<file path="src/rtl/alu_arb_pkg.sv">
// rtl/alu_arb_pkg.sv - opcode constants and requester index type for alu_arbiter
package alu_arb_pkg;

    localparam logic [3:0] ALU_AND = 4'b0000;
    localparam logic [3:0] ALU_OR  = 4'b0001;
    localparam logic [3:0] ALU_ADD = 4'b0010;
    localparam logic [3:0] ALU_XOR = 4'b0011;
    localparam logic [3:0] ALU_SLL = 4'b0100;
    localparam logic [3:0] ALU_SRL = 4'b0101;
    localparam logic [3:0] ALU_SUB = 4'b0110;
    localparam logic [3:0] ALU_SRA = 4'b0111;
    localparam logic [3:0] ALU_EQ  = 4'b1000;
    localparam logic [3:0] ALU_GE  = 4'b1001;
    localparam logic [3:0] ALU_LT  = 4'b1100;

    typedef enum logic {
        REQ0 = 1'b0,
        REQ1 = 1'b1
    } req_id_t;

endpackage

</file>
<file path="src/rtl/alu.sv">
// rtl/alu.sv - shared combinational ALU used by alu_arbiter
module alu
    import alu_arb_pkg::*;
#(
    parameter int DATA_WIDTH    = 32,
    parameter int OPCODE_LENGTH = 4
) (
    input  logic [DATA_WIDTH-1:0]    srca,
    input  logic [DATA_WIDTH-1:0]    srcb,
    input  logic [OPCODE_LENGTH-1:0] op,
    output logic [DATA_WIDTH-1:0]    result
);

    logic [4:0] shamt;
    assign shamt = srcb[4:0];

    // Unlisted opcodes fall through to zero.
    always_comb begin
        result = '0;
        case (op)
            OPCODE_LENGTH'(ALU_AND): result = srca & srcb;
            OPCODE_LENGTH'(ALU_OR):  result = srca | srcb;
            OPCODE_LENGTH'(ALU_ADD): result = srca + srcb;
            OPCODE_LENGTH'(ALU_XOR): result = srca ^ srcb;
            OPCODE_LENGTH'(ALU_SLL): result = srca << shamt;
            OPCODE_LENGTH'(ALU_SRL): result = srca >> shamt;
            OPCODE_LENGTH'(ALU_SUB): result = srca - srcb;
            OPCODE_LENGTH'(ALU_SRA): result = DATA_WIDTH'($signed(srca) >>> shamt);
            OPCODE_LENGTH'(ALU_EQ):  result = DATA_WIDTH'(srca == srcb);
            OPCODE_LENGTH'(ALU_GE):  result = DATA_WIDTH'($signed(srca) >= $signed(srcb));
            OPCODE_LENGTH'(ALU_LT):  result = DATA_WIDTH'($signed(srca) < $signed(srcb));
            default:                 result = '0;
        endcase
    end

endmodule

</file>
<file path="src/rtl/alu_arbiter.sv">
// rtl/alu_arbiter.sv - two-requester arbiter over one ALU with a result register; ALU_ARB_ROUND_ROBIN_EN selects round-robin
module alu_arbiter
    import alu_arb_pkg::*;
#(
    parameter int DATA_WIDTH    = 32,
    parameter int OPCODE_LENGTH = 4
) (
    input  logic                     clk,
    input  logic                     reset,
    input  logic                     r0_valid,
    output logic                     r0_ready,
    input  logic [DATA_WIDTH-1:0]    r0_srca,
    input  logic [DATA_WIDTH-1:0]    r0_srcb,
    input  logic [OPCODE_LENGTH-1:0] r0_op,
    input  logic                     r1_valid,
    output logic                     r1_ready,
    input  logic [DATA_WIDTH-1:0]    r1_srca,
    input  logic [DATA_WIDTH-1:0]    r1_srcb,
    input  logic [OPCODE_LENGTH-1:0] r1_op,
    output logic                     res_valid,
    input  logic                     res_ready,
    output logic                     res_id,
    output logic [DATA_WIDTH-1:0]    res_data
);

`ifdef ALU_ARB_ROUND_ROBIN_EN
    localparam bit ROUND_ROBIN = 1'b1;
`else
    localparam bit ROUND_ROBIN = 1'b0;
`endif

    req_id_t                  last_grant;
    req_id_t                  grant_sel;
    req_id_t                  res_id_q;
    logic                     slot_free;
    logic                     accept;
    logic [DATA_WIDTH-1:0]    sel_srca;
    logic [DATA_WIDTH-1:0]    sel_srcb;
    logic [OPCODE_LENGTH-1:0] sel_op;
    logic [DATA_WIDTH-1:0]    alu_result;

    assign slot_free = !res_valid || res_ready;

    // Contention only consults last_grant in the round-robin build.
    always_comb begin
        grant_sel = REQ0;
        if (r0_valid && r1_valid)
            grant_sel = (ROUND_ROBIN && last_grant == REQ0) ? REQ1 : REQ0;
        else if (r1_valid)
            grant_sel = REQ1;
    end

    assign accept   = (r0_valid || r1_valid) && slot_free && !reset;
    assign r0_ready = accept && (grant_sel == REQ0);
    assign r1_ready = accept && (grant_sel == REQ1);

    assign sel_srca = (grant_sel == REQ1) ? r1_srca : r0_srca;
    assign sel_srcb = (grant_sel == REQ1) ? r1_srcb : r0_srcb;
    assign sel_op   = (grant_sel == REQ1) ? r1_op   : r0_op;

    alu #(
        .DATA_WIDTH    (DATA_WIDTH),
        .OPCODE_LENGTH (OPCODE_LENGTH)
    ) u_alu (
        .srca   (sel_srca),
        .srcb   (sel_srcb),
        .op     (sel_op),
        .result (alu_result)
    );

    // A new accept overrides consumption, giving back-to-back results.
    always_ff @(posedge clk) begin
        if (reset) begin
            res_valid  <= 1'b0;
            res_data   <= '0;
            res_id_q   <= REQ0;
            last_grant <= REQ1;
        end else if (accept) begin
            res_valid  <= 1'b1;
            res_data   <= alu_result;
            res_id_q   <= grant_sel;
            last_grant <= grant_sel;
        end else if (res_ready) begin
            res_valid  <= 1'b0;
        end
    end

    assign res_id = res_id_q;

endmodule

</file>
<file path="config.mk">
export PLATFORM = sky130hd
export DESIGN_NAME = alu_arbiter
export DESIGN_NICKNAME = d
export VERILOG_FILES = /design/src/rtl/alu_arb_pkg.sv /design/src/rtl/alu.sv /design/src/rtl/alu_arbiter.sv
export SDC_FILE = /design/constraint.sdc
export NUM_CORES = 1
export LEC_CHECK = 0
export ABC_CLOCK_PERIOD_IN_PS = 5950
export CAP_MARGIN = 20
export CELL_PAD_IN_SITES_DETAIL_PLACEMENT = 0
export CELL_PAD_IN_SITES_GLOBAL_PLACEMENT = 1
export CORE_AREA = 3 3 186 188
export DETAILED_ROUTE_END_ITERATION = 7
export DIE_AREA = 0 0 189 191
export GPL_ROUTABILITY_DRIVEN = 0
export HOLD_SLACK_MARGIN = 0.12
export PLACE_DENSITY = 0.8
export SLEW_MARGIN = 20
export SYNTH_ARGS = -nofsm -noshare
export SYNTH_HDL_FRONTEND = slang
export SYNTH_SLANG_ARGS = --single-unit
export TNS_END_PERCENT = 20
</file>
<file path="constraint.sdc">
create_clock -name clk -period 5.95 [get_ports clk]
set_input_delay 0.595 -clock clk [delete_from_list [all_inputs] [get_ports clk]]
set_output_delay 0.595 -clock clk [all_outputs]
set_load 0.02 [all_outputs]
</file>
==> flow_summary.json <==
{
  "fin_area_sq_mm": 0.0138,
  "synth_flop_cell": "dfxtp_1",
  "met1_length_mm": 22.0,
  "synth_compound_area_frac": 0.359,
  "synth_cell_types": 91,
  "cp_num_cells": 15,
  "synth_fa_ha_area_frac": 0.110,
  "cts.sinks": 34,
  "cts_tree": "yes",
  "synth_top_family_by_area": "compound AO/OA/AOI/OAI gates",
  "seq_power_share": 0.121,
  "holdBufCountCts": 0,
  "dp_hpwl_mm": 44.9,
  "cp.required_ns": 6.11,
  "top_layer": "met4",
  "synth_top_area_frac": 0.106,
  "cp_num_buf_inv": 2,
  "vias_per_cell": 6.52,
  "drv_slew": 0,
  "synth_edf_count": 0,
  "cts_made_buffers": 5,
  "antenna_found_initial": 0,
  "setup_viol": 0,
  "worstRegToRegCells": 11,
  "synth_simple_gate_area_frac": 0.259,
  "grt_usage": 0.311,
  "cts_setup_buffers": 0,
  "clkPwrFrac": 0.139,
  "insertion_delay_ns": 0.31,
  "wire_per_inst_microns": 25.0,
  "min_path_type": "reg -> reg",
  "dieArea_sq_mm": 0.0361,
  "die_w_microns": 189,
  "wirelength_mm": 58.5,
  "root_buffer": "clkbuf_16",
  "end_kind": "flop",
  "wl_met2_mm": 25.4,
  "die_h_microns": 191,
  "coreArea_sq_mm": 0.0333,
  "ys_top_cells_by_count": "nand2_1, nor2_1, a21oi_1, inv_1, ha_1",
  "drcViolationCount": 0,
  "grt_pass1_wl_mm": 87.7,
  "intPower_w": 0.000974,
  "first_global_vias": 14300,
  "nets": 2130,
  "synth_area_leaders": "ha_1, nand2_1, mux2i_1, nor2_1, dfxtp_1",
  "worstPathArrival_ns": 5.16,
  "cts.clk_slew.worst_paths_ns": 0.07,
  "cap_violations": 0,
  "power.density_mw_per_mm2": 155,
  "dr_wl_met3_mm": 6.65,
  "synthCells": 1802,
  "seq_area_frac_synth": 0.0589,
  "cp_top_family": "compound AO/OA/AOI/OAI gates",
  "drt_pass1_iterations": 6,
  "yosysMostFrequentCell": "nand2_1",
  "p_leak_nw": 5.74,
  "start_util": 0.347,
  "finalHoldViolations": 0,
  "drtIter0Drc": 2460,
  "fin_setup_tns_ns": 0,
  "syn_area_sq_mm": 0.0116,
  "rsz0062_at_grt": "false",
  "p_switching_w": 0.00116,
  "ant_nets": 0,
  "ys_ff_latch": 34,
  "slowest_stage": "a221oi_1",
  "via_count": 15200,
  "r2r-start": "res_valid",
  "synth_nets": 2043,
  "vdd.ir_drop.worst_v": 0.000116,
  "cts.repair.resized": 0,
  "worstPathMaxFanout": 58,
  "synth_xor_area_frac": 0.00758,
  "yosys-mux-area-fraction": 0.112,
  "period_share": 0.841,
  "period_needed_ns": 5.01,
  "n_antenna_cell": 0,
  "start_kind": "input port",
  "synth_area_per_cell_sq_um": 6.41,
  "syn2layout_area_growth_pct": 19.3,
  "clock.fmax_mhz": 200,
  "synthArstFlopShare": 0,
  "min_path_cells": 2,
  "clockBufferDepth": 2,
  "h-tree-depth": 2,
  "hold_start": "res_data[8]",
  "combPwrFrac": 0.740,
  "startpoint": "r1_valid",
  "skew_ns": 0.0131,
  "grt_max_degree": 68,
  "swShare": 0.544,
  "grt.overflow.total": 0,
  "outcome": "complete, no violations",
  "synth_warnings": 0,
  "io-pin-count": 177,
  "drive_gt1_frac": 0.0651,
  "slew_headroom": 0.249,
  "path_cells": "clkdlybuf4s50_1 > and2b_4 > buf_12 > mux2_2 > ha_1 > o21a_1 > o211ai_1 > a21o_1 > o311ai_2 > a221oi_1 > o31a_1 > o21ai_1 > a2111o_1 > a31oi_1 > o31ai_1",
  "yosysTopAreaCell": "ha_1",
  "core.rowCount": 67,
  "placed_area_sq_mm": 0.0136,
  "tightestPinTransition_ns": 1.13,
  "portBuffers": 176,
  "crit_type": "in -> reg",
  "crit_path_max_incr_delay_ns": 0.76
}
-- path summary, 6_finish.rpt --
path,slack (ns),end
min reg2reg,0.45,res_data[8]
max reg2reg,3.36,res_data[31]
max,0.94,res_data[28]
min,0.45,res_data[8]
-- registers in the layout, indices dropped and copies added (netlist names) --
register,count
res_data,32
res_id,1
res_valid,1
-- per-stage QoR --
step / cells / util / hold WS, ns / setup WS, ns / power, W
2_1_floorplan: 1802 / - / 0.525 / 0.864 / 0.00124
3_3_place_gp: 2330 / 0.410 / 0.448 / 0.799 / 0.00177
3_5_place_dp: 2330 / 0.410 / 0.446 / 0.747 / 0.00178
4_1_cts: 2338 / 0.414 / 0.456 / 1.02 / 0.00208
5_1_grt: 2338 / 0.414 / 0.476 / 0.693 / 0.00225
6_report: 2338 / 0.414 / 0.449 / 0.944 / 0.00214
-- cell type report --
type / count / area [sq um]
Fill cell: 3527 / 19500
Tap cell: 448 / 561
Multi-Input combinational cell: 1513 / 9840
Clock buffer: 7 / 143
Timing Repair Buffer: 227 / 2160
Clock inverter: 1 / 5.00
Inverter: 108 / 405
Sequential cell: 34 / 681
-- power groups by stage --
stage | registers (W) | logic [W] | clock network, W
floorplan | 0.000278 | 0.000967 | 0
global placement | 0.000264 | 0.00151 | 0
detailed placement | 0.000263 | 0.00151 | 0
CTS | 0.000258 | 0.00152 | 0.000298
global route | 0.000260 | 0.00168 | 0.000308
finish | 0.000258 | 0.00158 | 0.000296
-- cells by family after synthesis --
family / Yosys count
AOI/OAI and AO/OA: 620
muxes: 122
and+or+nand+nor: 661
buffers and inverters: 255
DFF: 34
xor gates and xnor gates: 10
adders and majority gates: 100
-- worst register-to-register path: stages, from the launching register on --
cell	delay (ns)
dfxtp_1	0.31
nand2b_1	0.11
o211ai_1	0.10
buf_4	0.31
nand2_1	0.21
o21ai_0	0.11
a221o_1	0.27
a221oi_1	0.20
o2111a_1	0.27
nor4b_1	0.27
and3_1	0.22
a2111oi_2	0.05
-- cells in the final DEF, fill, tap and decap left out, types with 15 or more instances in the layout --
master           instances
a31oi_1                 36
dfxtp_1                 34
nor4bb_1                16
a21o_1                  21
nor2_1                 200
o22ai_1                 20
clkdlybuf4s50_1        174
nor3_1                  41
mux2_2                  27
o21ai_0                 87
nand3_1                 55
o2111ai_1               15
mux2i_1                 87
ha_1                    98
o21ai_1                 58
o211ai_1                55
nand2_1                246
inv_1                   99
a21oi_1                133
buf_4                   49
nand4_1                 18
a211oi_1                17
a221oi_1                34
-- metal layers --
metal	up-vias	global-route usage
met2	1081	0.485
met3	272	0.0840
li1	6808	-
met5	-	0
met1	7082	0.381
met4	0	0.189
Power figures use the tool's default switching activity.
